File: config.mk
export PLATFORM = sky130hd
export DESIGN_NAME = buf_pipe
export DESIGN_NICKNAME = d
export VERILOG_FILES = /design/src/rtl/buf_pipe.sv
export SDC_FILE = /design/constraint.sdc
export NUM_CORES = 1
export LEC_CHECK = 0
export CORE_MARGIN = 4
export CORE_UTILIZATION = 44
export CTS_BUF_LIST = sky130_fd_sc_hd__clkbuf_16
export DETAILED_ROUTE_END_ITERATION = 16
export MAX_ROUTING_LAYER = met4
export PLACE_DENSITY_LB_ADDON = 0.25
export SLEW_MARGIN = 20
export SYNTH_ARGS = -nofsm -noshare
export SYNTH_HDL_FRONTEND = slang
export SYNTH_SLANG_ARGS = --single-unit
File: constraint.sdc
create_clock -name clk -period 2.48 [get_ports clk]
set_input_delay 0.248 -clock clk [delete_from_list [all_inputs] [get_ports clk]]
set_output_delay 0.248 -clock clk [all_outputs]
set_load 0.005 [all_outputs]
File: src/rtl/buf_pipe.sv
// buf_pipe: DEPTH-entry FIFO; a pushed word appears at the head one cycle after the push edge.
// Backpressure: in_ready drops at full and out_valid drops at empty, both from registered count only.
module buf_pipe #(
  parameter int WIDTH = 1,
  parameter int DEPTH = 4
) (
  input  logic                     clk,
  input  logic                     reset,
  input  logic                     flush,
  input  logic                     in_valid,
  input  logic [WIDTH-1:0]         in_data,
  output logic                     in_ready,
  output logic                     out_valid,
  output logic [WIDTH-1:0]         out_data,
  input  logic                     out_ready,
  output logic [$clog2(DEPTH):0]   count
);

  localparam int AW = $clog2(DEPTH);
  localparam int CW = AW + 1;

  logic [AW-1:0]    wr_ptr;
  logic [AW-1:0]    rd_ptr;
  logic [WIDTH-1:0] mem [DEPTH];
  logic             push;
  logic             pop;

  // Handshake flags depend on count alone, so neither ready nor valid sees the other side.
  assign in_ready  = (count != CW'(DEPTH));
  assign out_valid = (count != '0);
  assign push      = in_valid & in_ready;
  assign pop       = out_valid & out_ready;
  assign out_data  = out_valid ? mem[rd_ptr] : '0;

  always_ff @(posedge clk) begin
    if (reset || flush) begin
      count  <= '0;
      wr_ptr <= '0;
      rd_ptr <= '0;
    end else begin
      if (push) wr_ptr <= wr_ptr + 1'b1;
      if (pop)  rd_ptr <= rd_ptr + 1'b1;
      count <= count + CW'(push) - CW'(pop);
    end
  end

  // Storage is never cleared; validity is tracked purely by count and the pointers.
  always_ff @(posedge clk) begin
    if (push && !reset && !flush) mem[wr_ptr] <= in_data;
  end

endmodule
==> flow_summary.json <==
{
  "final_net_count": 86,
  "finalWorstPathRequiredPeriod_ns": 2.34,
  "grt_most_used_layer": "met2",
  "max_cap_viol": 0,
  "antenna_violations_before_repair": 0,
  "io_buffer_count": 11,
  "clock_root_buffer": "sky130_fd_sc_hd__clkbuf_16",
  "final_antenna_net_count": 0,
  "design.core.area_um2": 1330,
  "detailroute.via_count": 433,
  "globalRouteOverflowTotal": 0,
  "worst-r2r-cell-count": 11,
  "mappedNetlistNets": 69,
  "pin_count": 12,
  "hold_end": "wr_ptr[1]$_SDFFE_PP0P_",
  "setup.reg_to_reg.worst_slack_ns": 0.14,
  "reg_to_reg_end": "count[2]$_SDFF_PP0_",
  "grt_use_met3_pct": 5.86,
  "full_die_area_um2": 2130,
  "final_util_pct": 64.4,
  "count_of_flip_flops_with_a_built_in_enable_after_synthesis": 4,
  "outcome": "complete, no violations",
  "final-hold-violation-count": 0,
  "place_inst": 83,
  "die-width_um": 46.2,
  "slew_headroom_pct": 74.3,
  "setup_repair_after_global_routing_missed_its_margin": "no",
  "max_freq_mhz": 427,
  "period_share_pct": 94.5,
  "ys.flop_type": "sky130_fd_sc_hd__dfxtp_1",
  "drt_iter0_drc": 0,
  "largest_net_degree_at_the_start_of_global_routing": 12,
  "synthArstFlopShare_pct": 0,
  "insertion_delay_ns": 0.24,
  "yosys_warnings": 0,
  "multi_input_comb_area_um2": 308,
  "cts_tree": "done",
  "max-clock-path-buffers": 2,
  "power_density_nw_per_um2": 707,
  "holdCritPathClass": "reg2reg",
  "ctsHtreeMaxLevel": 1,
  "clock_transition_at_the_registers_of_the_reported_paths_ns": 0.05,
  "final_area_um2": 858,
  "synthDistinctLibCells": 23,
  "cts_buffers": 3,
  "hold_slack_ns": 0.489,
  "chipHeight_um": 46.2,
  "critical_path.endpoint_type": "register",
  "min_delay_path_depth": 2,
  "dpl_cell_area_um2": 778,
  "gr-usage-met2_pct": 17.6,
  "netlist_instances": 56,
  "instances_no_fill": 87,
  "drt-vias-per-instance": 4.98,
  "regArea_um2": 302,
  "syn-mean-instance-area_um2": 11.5,
  "tns_ns": 0,
  "power.leakage_nw": 0.354,
  "category_of_the_critical_setup_timing_path": "reg2reg",
  "cts_num_sinks": 13,
  "worst-endpoint-required_ns": 2.61,
  "routedWlPerCell_um": 11.9,
  "first_global_vias": 411,
  "start_util_pct": 48.1,
  "slew_violations": 0,
  "cp.arrival_ns": 2.47,
  "post_route_cells_drive_above_1_share_pct": 15.3,
  "layout_area_growth_over_synthesis_pct": 33.7,
  "regToRegStartpoint": "count[2]$_SDFF_PP0_",
  "worstMarginPinSlew_ns": 0.381,
  "hold_path_startpoint": "wr_ptr[1]$_SDFFE_PP0P_",
  "startpoint_kind_of_the_worst_setup_timing_path": "register",
  "cp_max_fo": 7,
  "post_syn_area_um2": 642,
  "first_pass_detailed_route_iteration_total": 1,
  "finalClockSkew_ns": 0.00260,
  "totalWireLength_um": 1040,
  "antennaDiodeCount": 0,
  "post-route-drc-count": 0,
  "grt.total_usage_pct": 12.5,
  "worst_ir_drop_vdd_uv": 348,
  "setup_viol": 0,
  "synth_seq_area_share_pct": 46.8,
  "place_hpwl_um": 829,
  "grtUsageMet1_pct": 16.1,
  "first_pass_grt_wire_length_um": 1800,
  "synth.ff_latch_count": 13,
  "final.fill_count": 104,
  "globalplace.congestion": 0.729,
  "rows": 13
}
-- kinds of logic after synthesis --
family | synth area share [%]
multiplexers | 6.63
buffers and inverters | 5.26
XOR/XNOR | 4.09
adder cells (fa/ha/maj) | 14.8
flip-flops | 46.8
AND/OR/NAND/NOR | 19.5
AO/OA/AOI/OAI | 2.92
-- critical path: stages, from the launching register on --
cell and delay [ns]:
sky130_fd_sc_hd__dfxtp_2 0.36, sky130_fd_sc_hd__or3b_1 0.38, sky130_fd_sc_hd__and2_4 0.20, sky130_fd_sc_hd__inv_1 0.06, sky130_fd_sc_hd__ha_1 0.22, sky130_fd_sc_hd__inv_1 0.06
sky130_fd_sc_hd__ha_1 0.13, sky130_fd_sc_hd__inv_1 0.04, sky130_fd_sc_hd__fa_1 0.37, sky130_fd_sc_hd__xnor2_1 0.15, sky130_fd_sc_hd__xnor2_1 0.12, sky130_fd_sc_hd__and2_1 0.14
-- area by class of cell --
class                      instances  share of cell area (%)
sequential                        13                    35.1
tap                               15                    2.19
multi-input combinational         36                    35.9
inverter                           5                    2.19
timing repair buffer              14                    15.5
clock buffer                       3                    8.75
clock inverter                     1                   0.437
-- cell usage in the layout (no fill, tap or decap), drive strengths merged --
cell / Yosys / final
and2: 5 / 5
and3: 4 / 4
buf: 1 / 3
clkbuf: 1 / 3
clkdlybuf4s50: 0 / 11
dfxtp: 9 / 9
edfxtp: 4 / 4
fa: 1 / 1
ha: 6 / 6
inv: 5 / 6
mux2i: 2 / 2
mux4: 1 / 1
nand2: 3 / 3
nand4: 2 / 2
nor2: 1 / 1
nor3: 2 / 2
o21ai: 2 / 2
o311ai: 1 / 1
or3: 2 / 2
or3b: 1 / 1
xnor2: 2 / 2
xor2: 1 / 1
-- per-stage QoR --
| step | setup slack [ns] | power [mW] |
|---|---|---|
| floorplan | 0.0970 | 0.279 |
| global placement | 0.122 | 0.312 |
| detailed placement | 0.0753 | 0.314 |
| CTS | 0.0689 | 0.611 |
| global route | 0.0248 | 0.636 |
| finish | 0.137 | 0.607 |
-- cell usage after synthesis (2+ instances only) --
| library cell | instances | share of area [%] |
|---|---|---|
| sky130_fd_sc_hd__nor3_1 | 2 | 1.6 |
| sky130_fd_sc_hd__mux2i_1 | 2 | 3.1 |
| sky130_fd_sc_hd__xnor2_1 | 2 | 2.7 |
| sky130_fd_sc_hd__ha_1 | 6 | 12 |
| sky130_fd_sc_hd__edfxtp_1 | 4 | 19 |
| sky130_fd_sc_hd__inv_1 | 5 | 2.9 |
| sky130_fd_sc_hd__dfxtp_1 | 9 | 28 |
| sky130_fd_sc_hd__and3_1 | 4 | 3.9 |
| sky130_fd_sc_hd__o21ai_1 | 2 | 1.6 |
| sky130_fd_sc_hd__and2_4 | 2 | 2.7 |
| sky130_fd_sc_hd__nand2_1 | 3 | 1.8 |
| sky130_fd_sc_hd__nand4_1 | 2 | 1.9 |
| sky130_fd_sc_hd__and2_1 | 3 | 2.9 |
-- what timing repair did --
action | 4_1_cts | 5_1_grt
hold buffers | 0 | 0
setup buffers | 0 | 0
endpoints found under the setup margin | 0 | 1
resized for setup | 0 | 1
-- how the worst max path moves through the flow --
stage | slack [ns] | cells past startpoint | startpoint | to
3_5_place_dp | 0.08 | 11 | in_valid | count[2]$_SDFF_PP0_
5_1_grt | 0.02 | 11 | count[2]$_SDFF_PP0_ | count[2]$_SDFF_PP0_
2_1_floorplan | 0.1 | 11 | count[1]$_SDFF_PP0_ | count[2]$_SDFF_PP0_
3_3_place_gp | 0.12 | 11 | count[2]$_SDFF_PP0_ | count[2]$_SDFF_PP0_
4_1_cts | 0.07 | 11 | count[2]$_SDFF_PP0_ | count[2]$_SDFF_PP0_
6_report | 0.14 | 11 | count[2]$_SDFF_PP0_ | count[2]$_SDFF_PP0_
-- power breakdown --
group,internal (mW),leakage (nW),switching (mW)
clock network,0.212,0.0423,0.0849
registers,0.227,0.110,0.00622
logic,0.0471,0.202,0.0293
-- routing by layer --
layer | vias to the layer above | wire (um)
met5 | - | 0
met1 | 200 | 479
met3 | 0 | 49
met2 | 8 | 509
li1 | 225 | -
met4 | 0 | 0
Note: power is estimated with default switching activity, not from simulation.
